--- src/rtl/gray_updown_counter.sv ---
// Up/down counter that publishes its state as registered binary and registered Gray code.
// Wraps or saturates at the limits, and accepts parallel loads in either binary or Gray form.
module gray_updown_counter #(
  parameter int unsigned            VEC_W   = 4,
  parameter bit                     WRAP_EN = 1'b1,
  parameter logic [VEC_W-1:0]       RST_VAL = '0
) (
  input  logic             clk,
  input  logic             reset,
  input  logic             en_i,
  input  logic             dir_i,
  input  logic             load_i,
  input  logic             load_gray_i,
  input  logic [VEC_W-1:0] load_val_i,
  output logic [VEC_W-1:0] bin_o,
  output logic [VEC_W-1:0] gray_o,
  output logic             ovf_o,
  output logic             at_max_o,
  output logic             at_min_o
);

  localparam logic [VEC_W-1:0] MAX_VAL  = '1;
  localparam logic [VEC_W-1:0] ZERO_VAL = '0;
  localparam logic [VEC_W-1:0] ONE_VAL  = {{(VEC_W-1){1'b0}}, 1'b1};
  localparam logic [VEC_W-1:0] RST_GRAY = RST_VAL ^ (RST_VAL >> 1);

  logic [VEC_W-1:0] bin_q, bin_d;
  logic [VEC_W-1:0] gray_q, gray_d;
  logic             ovf_q, ovf_d;

  // Prefix XOR from the MSB down turns a Gray word back into binary.
  function automatic logic [VEC_W-1:0] gray2bin(input logic [VEC_W-1:0] g);
    logic [VEC_W-1:0] b;
    b = '0;
    b[VEC_W-1] = g[VEC_W-1];
    for (int i = VEC_W - 2; i >= 0; i--) begin
      b[i] = b[i+1] ^ g[i];
    end
    return b;
  endfunction

  always_comb begin
    bin_d = bin_q;
    ovf_d = 1'b0;
    if (load_i) begin
      bin_d = load_gray_i ? gray2bin(load_val_i) : load_val_i;
    end else if (en_i) begin
      if (dir_i) begin
        if (bin_q == MAX_VAL) begin
          ovf_d = 1'b1;
          bin_d = WRAP_EN ? ZERO_VAL : MAX_VAL;
        end else begin
          bin_d = bin_q + ONE_VAL;
        end
      end else begin
        if (bin_q == ZERO_VAL) begin
          ovf_d = 1'b1;
          bin_d = WRAP_EN ? MAX_VAL : ZERO_VAL;
        end else begin
          bin_d = bin_q - ONE_VAL;
        end
      end
    end
    // Gray is registered from the next binary value so the output never glitches.
    gray_d = bin_d ^ (bin_d >> 1);
  end

  always_ff @(posedge clk) begin
    if (reset) begin
      bin_q  <= RST_VAL;
      gray_q <= RST_GRAY;
      ovf_q  <= 1'b0;
    end else begin
      bin_q  <= bin_d;
      gray_q <= gray_d;
      ovf_q  <= ovf_d;
    end
  end

  assign bin_o    = bin_q;
  assign gray_o   = gray_q;
  assign ovf_o    = ovf_q;
  assign at_max_o = (bin_q == MAX_VAL);
  assign at_min_o = (bin_q == ZERO_VAL);

endmodule

--- config.mk ---
export PLATFORM = sky130hd
export DESIGN_NAME = gray_updown_counter
export DESIGN_NICKNAME = d
export VERILOG_FILES = /design/src/rtl/gray_updown_counter.sv
export SDC_FILE = /design/constraint.sdc
export NUM_CORES = 1
export LEC_CHECK = 0
export ABC_AREA = 1
export CAP_MARGIN = 20
export CORE_MARGIN = 2
export CORE_UTILIZATION = 38
export DETAILED_ROUTE_END_ITERATION = 10
export PLACE_DENSITY_LB_ADDON = 0.2
export SYNTH_ARGS = -nofsm -noshare
export SYNTH_HDL_FRONTEND = slang
export SYNTH_SLANG_ARGS = --single-unit
--- constraint.sdc ---
create_clock -name clk -period 1.6 [get_ports clk]
set_clock_uncertainty 0.15 [all_clocks]
set_input_delay 0.4 -clock clk [delete_from_list [all_inputs] [get_ports clk]]
set_output_delay 0.4 -clock clk [all_outputs]
set_load 0.05 [all_outputs]
==> out/qor.yml <==
routing:
  vias: 732
  ant_nets: 0
  via_per_inst: 4.980
  drtPass1Iterations: 4
  dr.first_iter.drc_count: 14
  drc: 0
  avgRoutedWirePerCell_microns: 11.37
  wirelength_mm: 1.672
setup_path:
  cp.arrival_ns: 1.15
  crit_slowest_cell: "dfxtp_4"
  start_kind: "flop"
  critPathMaxStageDelay_ns: 0.36
  cp-startpoint: "bin_o[1]$_SDFF_PP0_"
  critPathCaptureType: "output pin"
  rr_worst_depth: 10
  rr_startpoint: "bin_o[1]$_SDFF_PP0_"
  path_class: "reg2out"
  cp_max_fo: 4
  cp_top_family: "flip-flops"
  cp_cell_sequence: "inv_2, ha_4, nand2_4, nor2_4, buf_12"
  cp.depth: 5
  worst-endpoint-required_ns: 1.05
  cp_num_buf_inv: 2
pwr:
  cellLeakagePower_nw: 0.5560
  powerDensity_nw_per_um2: 737.2
  finalPower_w: 0.0008301
  ir_drop_mv: 0.6565
timing:
  slew_viol_final: 0
  setup_slack_ns: -0.09830
  worstMarginPinSlew_ns: 0.3502
  post-route-min-period_ns: 1.698
  max_freq_ghz: 0.5888
  relSlewSlack: 0.7659
  rsz0062_at_grt: "true"
  min_period_over_period: 1.061
  setup_viol: 4
  hold_slack_ns: 0.5755
  hold_viol_final: 0
  finalSetupTns_ns: -0.1801
clock_network:
  clkTransAtPathRegs_ns: 0.05
  cts.sinks: 8
  numCtsBuffers: 3
  cts_tree: "built"
  clock_path_buffers: 2
  clk-insertion-delay-late_ns: 0.25
  h-tree-depth: 1
  root_buffer: "clkbuf_4"
synthesis:
  syn_inst: 93
  synth_seq_area_share: 0.2789
  synth.distinct_cells: 19
  synth_edf_count: 0
  yosysMostFrequentCell: "nand2_1"
  synth_warnings: 0
  synth_common_cells: "nand2_1 (29), inv_1 (12), a21oi_1 (8), dfxtp_1 (8), nand3_1 (7)"
  ys_ff_latch: 8
  synthFlopType: "dfxtp_1"
  avgSynthCellArea_sq_um: 6.175
  async_flop_share: 0
  synth_fp_nets: 105
  synth_top_area_frac: 0.2789
  synth_area_leaders: "dfxtp_1 (28%), nand2_1 (19%), inv_1 (7.8%)"
  netlist_area_sq_um: 574.3
  yosys.area.top_type: "dfxtp_1"
floorplanning:
  die_h_microns: 42.88
  core_area_sq_um: 1454
  pin_count: 21
  start_util: 0.3950
  dieArea_sq_um: 1838
  rows: 14
  dieWidth_microns: 42.88
finish:
  fin_cells: 147
  diodes: 0
  fin_nets: 145
  multiInputGateArea_sq_um: 411.6
  areaGrowthSynthToFinish_pct: 96.08
  final_util: 0.7745
  drive_gt1_frac: 0.4351
  fill_cells: 109
  seq_area_sq_um: 170.2
run:
  maxCapViolCount: 0
global_routing:
  grt_use_total: 0.2103
  grt_pass1_wl_mm: 2.898
  overflow: 0
  grt_antenna_before_repair: 0
  grt_pass1_vias: 701
  grt_start_max_net_pins: 9
hold_path:
  min-delay-start: "en_i"
  hold_class: "in2reg"
  min_path_cells: 4
outcome:
  status: "finished, violations left"
  violations: "setup timing"
placed_design:
  placedCellCount: 140
  gp_congestion: 0.8459
  numPortBuffers: 20
  hpwl_mm: 1.277
per-layer routing:
metal	global-route usage	vias to the layer above	routed length, microns
li1	-	375	-
met1	0.2124	337	683
met2	0.3848	18	905
met3	0.08511	2	65
met4	0.06875	0	18
met5	0	-	0
worst min-delay path, stage by stage:
cell and delay (ns):
dlygate4sd2_1 0.26, inv_1 0.11, buf_4 0.12, a2111oi_1 0.04
final cells by class:
cell class / instances / share of cell area
inverters: 18 / 0.06444
well taps: 16 / 0.01778
repair buffers: 36 / 0.3811
multi-input cells: 66 / 0.3656
flip-flops and latches: 8 / 0.1511
clock buffers: 3 / 0.02000
logic make-up (layout without fill, tap and decap cells):
group	Yosys count	after routing	share of synthesized area
xor+xnor	1	1	0.01525
compound gates	16	16	0.1656
fa+ha+maj	2	2	0.04357
buf+inv	19	57	0.1307
simple gates	47	47	0.3660
flops	8	8	0.2789
sequential cells by signal (all words and copies together) (netlist names):
| register | flops |
|---|---|
| gray_o | 3 |
| ovf_o | 1 |
| bin_o | 4 |
timing repair:
| item | 4_1_cts | 5_1_grt |
|---|---|---|
| pin swaps | 10 | 1 |
| buffers inserted | 4 | 0 |
| endpoints found under the setup margin | 7 | 8 |
| hold buffers | 0 | 0 |
| resized for setup | 13 | 3 |
path summary, 6_finish.rpt:
kind | end | slack [ns]
max | at_min_o | -0.1
min reg2reg | ovf_o$_SDFF_PP0_ | 0.58
max reg2reg | gray_o[1]$_SDFF_PP0_ | -0.03
min | ovf_o$_SDFF_PP0_ | 0.58
layout by cell type, fill, tap and decap left out, drive strengths merged, types with 2 or more instances in the layout:
| master | instances |
|---|---|
| dlygate4sd2 | 4 |
| buf | 27 |
| o21ai | 4 |
| inv | 18 |
| clkdlybuf4s50 | 5 |
| nand4 | 2 |
| a21oi | 9 |
| nand2 | 29 |
| nand3 | 9 |
| clkbuf | 3 |
| nor2 | 7 |
| ha | 2 |
| dfxtp | 8 |
metrics by stage:
step | cell area (sq um) | worst slack [ns]
floorplan | 609.3 | -0.1668
global placement | 1022 | -0.3166
detailed placement | 1022 | -0.3641
CTS | 1115 | -0.09275
global route | 1126 | -0.1479
finish | 1126 | -0.09830
report_power, final:
part           leakage [nW]  internal, W  switching (W)
combinational         0.474     0.000204       0.000222
clock                0.0138    0.0000856      0.0000651
sequential           0.0682     0.000221      0.0000328
total                 0.556     0.000510       0.000320
No activity file was read; power rests on OpenSTA's default activity.
